--- config.mk ---
export PLATFORM = sky130hd
export DESIGN_NAME = priority_encoder
export DESIGN_NICKNAME = d
export VERILOG_FILES = /design/src/rtl/priority_encoder.sv
export SDC_FILE = /design/constraint.sdc
export NUM_CORES = 1
export LEC_CHECK = 0
export CORE_AREA = 2 2 39 41
export DETAILED_ROUTE_END_ITERATION = 8
export DIE_AREA = 0 0 41 43
export PLACE_DENSITY = 0.39
export SLEW_MARGIN = 20
export SYNTH_ARGS = -nofsm -noshare
export SYNTH_HDL_FRONTEND = slang
export SYNTH_SLANG_ARGS = --single-unit
export TNS_END_PERCENT = 1
--- constraint.sdc ---
create_clock -name clk -period 0.8 [get_ports clk]
set_input_delay 0.16 -clock clk [delete_from_list [all_inputs] [get_ports clk]]
set_output_delay 0.16 -clock clk [all_outputs]
set_load 0.03 [all_outputs]
--- src/rtl/priority_encoder.sv ---
// 4-to-2 priority encoder with registered outputs.
// d3 has highest priority, d0 lowest. {y1,y0} holds the index of the highest
// active request one clock after the inputs are sampled; v flags that any
// request was present. Code 00 with v=0 means "no request".
module priority_encoder (
    input  logic clk,
    input  logic rst,
    input  logic d0,
    input  logic d1,
    input  logic d2,
    input  logic d3,
    output logic y0,
    output logic y1,
    output logic v
);

    logic [1:0] enc;
    logic       any;

    // Combinational priority decode of the current request lines.
    always_comb begin
        enc = '0;
        any = d0 | d1 | d2 | d3;
        if (d3) begin
            enc = 2'b11;
        end else if (d2) begin
            enc = 2'b10;
        end else if (d1) begin
            enc = 2'b01;
        end else begin
            enc = 2'b00;
        end
    end

    // Output register; asynchronous reset drops the result immediately.
    always_ff @(posedge clk or posedge rst) begin
        if (rst) begin
            y1 <= 1'b0;
            y0 <= 1'b0;
            v  <= 1'b0;
        end else begin
            y1 <= enc[1];
            y0 <= enc[0];
            v  <= any;
        end
    end

endmodule

==> metrics.log <==
INFO  metric status = finished with violations
INFO  metric violations_in_the_final_reports = negative setup slack
INFO  metric drv_cap = 0
INFO  metric finalWeightedCongestion = 0.5056
INFO  metric vias_per_cell = 2.500
INFO  metric detail_route.wl_per_cell = 7.139 um
INFO  metric wl_met1 = 131 um
INFO  metric cts_tree = yes
INFO  metric postCtsHoldBufs = 0
INFO  metric path_max_fanout = 1
INFO  metric detailed_place.area = 195.2 um2
INFO  metric vias_after_detailed_routing = 90
INFO  metric setup.worst_path.start_class = flop
INFO  metric yosys_warnings = 0
INFO  metric detail_route.drc_violations = 0
INFO  metric die_area = 1763 um2
INFO  metric hold_slack = 0.09060 ns
INFO  metric cp_cell_sequence = buf_6
INFO  metric grt_start_max_net_pins = 4
INFO  metric critical_path_required = 0.64 ns
INFO  metric path_clk_slew = 0.04 ns
INFO  metric final_cell_mix = sky130_fd_sc_hd__clkbuf_4, sky130_fd_sc_hd__buf_6, sky130_fd_sc_hd__dfrtp_1
INFO  metric final.setup.worst_slack = -0.1022 ns
INFO  metric clock_period_minus_worst_slack = 0.9022 ns
INFO  metric globalRouteOverflowTotal = 0
INFO  metric cp-startpoint = y0
INFO  metric design.portCount = 9
INFO  metric final-hold-violation-count = 0
INFO  metric timing.critical_path.to_type = output pin
INFO  metric setup_viol = 4
INFO  metric cts-root-to-sink-buffers = 2
INFO  metric number_of_setup_buffers_added_after_cts = 0
INFO  metric place_ws = -0.4595 ns
INFO  metric postSynthRegisterBits = 3
INFO  metric initial_core_util = 0.07414
INFO  metric tightest_slew = 0.1138 ns
INFO  metric syn_nets = 14
INFO  metric port_buffers = 8
INFO  metric drt_iter0_drc = 0
INFO  metric criticalPathCategory = reg -> out
INFO  metric cells_after_synthesis = 8
INFO  metric via_count_of_the_first_global_routing_pass = 108
INFO  metric power.density_cell_area = 2117 nW/um2
INFO  metric cts_num_sinks = 3
INFO  metric detail_route.wirelength = 257 um
INFO  metric synth_area = 102.6 um2
INFO  metric synthToLayoutAreaGrowth = 125.6%
INFO  metric top_layer_used = met3
INFO  metric arrival = 0.74 ns
INFO  metric maxSlewHeadroom = 0.9241
INFO  metric antenna-diode-count = 0
INFO  metric remaining_number_of_nets_flagged_by_the_antenna_check_after_routing = 0
INFO  metric p_leak = 0.1048 nW
INFO  metric yosysUniqueCellTypes = 5
INFO  metric timing.critical_path.max_delay_family = flip-flops
INFO  metric path_buf_inv = 1
INFO  metric synth_seq_area_share = 0.7317
INFO  metric track_usage = 0.04330
INFO  metric die_h = 43 um
INFO  metric clock_tree.htree_level_count = 1
INFO  metric final_layout_size_suffix_gt1_frac = 0.3000
INFO  metric irDropWorstVdd = 0.5423 mV
INFO  metric total_cts_buffers = 3
INFO  metric critical-path-slowest-cell = sky130_fd_sc_hd__dfrtp_1
INFO  metric grt_pass1_wl = 414 um
INFO  metric clk_root_buffer_cell = sky130_fd_sc_hd__clkbuf_4
INFO  metric fin_tns_setup = -0.3074 ns
INFO  metric final_max_slew_viol_count = 0
INFO  metric floorplan.core_area = 1384 um2
INFO  metric antenna_violations_before_repair = 0
INFO  metric met3RoutedLength = 56 um
INFO  metric hold_class = in -> async
INFO  metric die_width = 41 um
INFO  metric synth.avg_cell_area = 12.82 um2
INFO  metric postLayoutCellArea = 231.5 um2
INFO  metric final_worst_path_period_share = 1.128
INFO  metric critical_path.max_stage_delay = 0.37 ns
INFO  metric met2_length = 69 um
INFO  metric drt_pass1_iterations = 1
INFO  metric fill_cells = 150
INFO  metric finish.net_count = 27
INFO  metric rsz0062_at_grt = yes
INFO  metric timing.fmax = 1.108 GHz
INFO  metric placement_rows = 14
## synthesized netlist by cell type, drive strengths merged
cell   n  area share
a21o   1       0.073
dfrtp  3        0.73
inv    2       0.073
or2    1       0.061
or3    1       0.061
## sequential cells by signal, summed over array words and instances (netlist names)
register,cells
v,1
y0,1
y1,1
## path summary, 6_finish.rpt
check / slack (ns) / endpoint / depth (start not counted)
max: -0.10 / y0 / 1
min: 0.09 / y1 / 2
max in group asynchronous: 0.58 / v / 2
min in group clk: 0.22 / y0 / 2
## per-layer routing
layer,global-route usage,up-vias
li1,-,48
met1,0.04870,33
met2,0.02500,9
met3,0.05759,0
met4,0.06000,0
met5,0,-
## cells by family (layout without fill, tap and decap cells)
kind of cell | Yosys count | in the layout | synth area share
buffers and inverters | 2 | 14 | 0.07320
DFF | 3 | 3 | 0.7317
and+or+nand+nor | 2 | 2 | 0.1220
AOI/OAI and AO/OA | 1 | 1 | 0.07320
## report_power, final
group / switching (mW) / total, mW / internal [mW]
clock: 0.0780 / 0.265 / 0.187
combinational: 0.0273 / 0.0619 / 0.0346
sequential: 0.00352 / 0.163 / 0.160
## metrics by stage
stage,utilization,cells,power [mW]
2_1_floorplan,-,8,0.1870
3_3_place_gp,0.1410,32,0.2253
3_5_place_dp,0.1410,32,0.2263
4_1_cts,0.1673,36,0.5092
5_1_grt,0.1673,36,0.5301
6_report,0.1673,36,0.4900
## timing repair
| item | 4_1_cts | 5_1_grt |
|---|---|---|
| endpoints found under the setup margin | 4 | 4 |
| pin swaps | 2 | 0 |
| resized for setup | 8 | 0 |
## final cells by class
type | instances | area (um2) | area share
repair buffers | 8 | 82.58 | 0.3568
flip-flops and latches | 3 | 75.07 | 0.3243
clock buffers | 4 | 26.28 | 0.1135
multi-input cells | 3 | 20.02 | 0.08649
well taps | 16 | 20.02 | 0.08649
inverters | 2 | 7.507 | 0.03243
(Power assumes the default switching activity.)
==> RTL change, RTL diff (config.mk and constraints unchanged) <==
Add an input register stage for `d0`, `d1`, `d2` and `d3`, cleared by the reset; this delays them by one clock.
--- a/src/rtl/priority_encoder.sv
+++ b/src/rtl/priority_encoder.sv
@@ -14,18 +14,37 @@
     output logic v
 );
 
+    logic d0_q;
+    logic d1_q;
+    logic d2_q;
+    logic d3_q;
+
+    always_ff @(posedge clk or posedge rst) begin
+        if (rst) begin
+            d0_q <= '0;
+            d1_q <= '0;
+            d2_q <= '0;
+            d3_q <= '0;
+        end else begin
+            d0_q <= d0;
+            d1_q <= d1;
+            d2_q <= d2;
+            d3_q <= d3;
+        end
+    end
+
     logic [1:0] enc;
     logic       any;
 
     // Combinational priority decode of the current request lines.
     always_comb begin
         enc = '0;
-        any = d0 | d1 | d2 | d3;
-        if (d3) begin
+        any = d0_q | d1_q | d2_q | d3_q;
+        if (d3_q) begin
             enc = 2'b11;
-        end else if (d2) begin
+        end else if (d2_q) begin
             enc = 2'b10;
-        end else if (d1) begin
+        end else if (d1_q) begin
             enc = 2'b01;
         end else begin
             enc = 2'b00;
Behaviour: not the same (Yosys sat finds a counterexample within 4 cycles, from zero or initial values and one cycle with rst high).
==> RTL change against the original RTL <==
The flow still finishes with violations (setup timing). Worst setup slack got worse by 0.11 ns. Sequential cell count grew 4. Power increased by 55%. Routed wire length up 21%. Synthesized area up 98%. Combinational power is 9.0% higher. Largest power group is now registers. Design area grew 44%. Global-route usage up 1.5 points.
==> RTL change: results <==
{
  "leakagePower_nw": 0.149,
  "finalClockSkew_ns": 0.00561,
  "routabilityCongestion": 0.637,
  "synth_common_cells": "7 x dfrtp_1, 2 x inv_1, 1 x a21o_1, 1 x or2_1, 1 x or3_1",
  "insertion_delay_ns": 0.25,
  "ir_drop_mv": 1.04,
  "status": "finished, violations left",
  "grt_pass1_vias": 142,
  "postPlaceCellArea_um2": 295,
  "synth_nets": 18,
  "yosysUniqueCellTypes": 5,
  "post_cts_buffers": 0,
  "clk_path_buf_depth": 2,
  "r2r_end": "v",
  "wl_per_cell_um": 7.78,
  "antennaDiodeCount": 0,
  "yosys_warnings": 0,
  "startpoint": "d3_q",
  "clockRootBuffer": "clkbuf_4",
  "fill_cells": 151,
  "grt_max_degree": 8,
  "critical_path_arrival_ns": 1.14,
  "setup_viol": 4,
  "grt_pass1_wl_um": 545,
  "async_reset_ff_frac": 1.00,
  "ys_seq_area_frac": 0.864,
  "htree_levels": 1,
  "synthTopCellsByArea": "dfrtp_1 86%, a21o_1 3.7%, inv_1 3.7%",
  "layout-drive-gt1-share": 0.250,
  "drtPass1Iterations": 2,
  "initialDrtViolationCount": 3,
  "slew-limit-headroom": 0.825,
  "ff2ff_path_depth": 2,
  "route.vias.total": 129,
  "cts.clk_slew.worst_paths_ns": 0.05,
  "slowest_stage": "dfrtp_1",
  "dp_hpwl_um": 242,
  "io_buffers": 8,
  "violations": "setup timing",
  "layout.nets": 31,
  "grt_usage": 0.0578,
  "crit_fanout": 2,
  "cp-end-kind": "flip-flop",
  "cts_made_buffers": 3,
  "cpPeakStageDelay_ns": 0.36,
  "setup_ws_ns": -0.211
}
-- RTL change: changes by cell type in the layout (fill, tap and decap cells not counted) --
cell             change
dfrtp_1              +4
dlygate4sd2_1        -1
clkdlybuf4s15_1      -2
clkdlybuf4s50_1      +3
-- RTL change: final cells by class --
cell class              count  area (um2)  share of cell area
flip-flops and latches      7         175               0.526
multi-input cells           3        20.0              0.0602
well taps                  16        20.0              0.0602
repair buffers              8        83.8               0.252
inverters                   2        7.51              0.0226
clock buffers               4        26.3              0.0789
-- RTL change: power breakdown --
part	total [mW]	leakage [nW]	internal, mW	switching, mW
Clock	0.314	0.0150	0.190	0.124
Sequential	0.379	0.0770	0.372	0.00712
Combinational	0.0675	0.0569	0.0386	0.0289
Total	0.761	0.149	0.601	0.160
-- RTL change: worst max-delay path, delay by kind of cell, from the launching register on --
family | cells | cell delay (ns)
and+or+nand+nor | 2 | 0.53
DFF | 1 | 0.36
-- RTL change: worst min-delay path by stage --
stage,slack (ns),endpoint,cells after the start,from
finish,0.14,y0,2,rst
global route,0.18,y0,2,rst
CTS,0.15,y0,2,rst
detailed placement,0.41,y0,2,rst
global placement,0.41,y1,2,rst
floorplan,-0.04,d0_q,1,rst
-- RTL change: logic make-up (layout without fill, tap and decap cells) --
family                 count (synthesis)  after routing  synth area share
and+or+nand+nor                        2              2            0.0618
AOI/OAI and AO/OA                      1              1            0.0371
buffers and inverters                  2             14            0.0371
DFF                                    7              7             0.864
-- RTL change: what timing repair did --
item / 4_1_cts / 5_1_grt
pin swaps: 1 / 0
resized for setup: 3 / 0
setup endpoints to repair: 4 / 4
hold endpoints to repair: 0 / 0
-- RTL change: stage by stage --
stage                     setup TNS, ns  cells  setup WS, ns  total power, mW  hold slack, ns
after CTS                        -0.617     40        -0.225            0.779           0.146
after floorplan                  -0.190     12        -0.190            0.409         -0.0366
final                            -0.565     40        -0.211            0.761           0.141
after global routing             -0.701     40        -0.260            0.809           0.178
after detailed placement         -0.231     36        -0.231            0.449           0.412
after global placement           -0.207     36        -0.207            0.446           0.405
-- RTL change: metal layers --
| layer | GRT usage | share of wire | vias up |
|---|---|---|---|
| met1 | 0.0399 | 0.36 | 58 |
| met4 | 0.0600 | 0.039 | 0 |
| li1 | - | - | 59 |
| met5 | 0 | 0 | - |
| met3 | 0.0628 | 0.12 | 2 |
| met2 | 0.0750 | 0.48 | 10 |
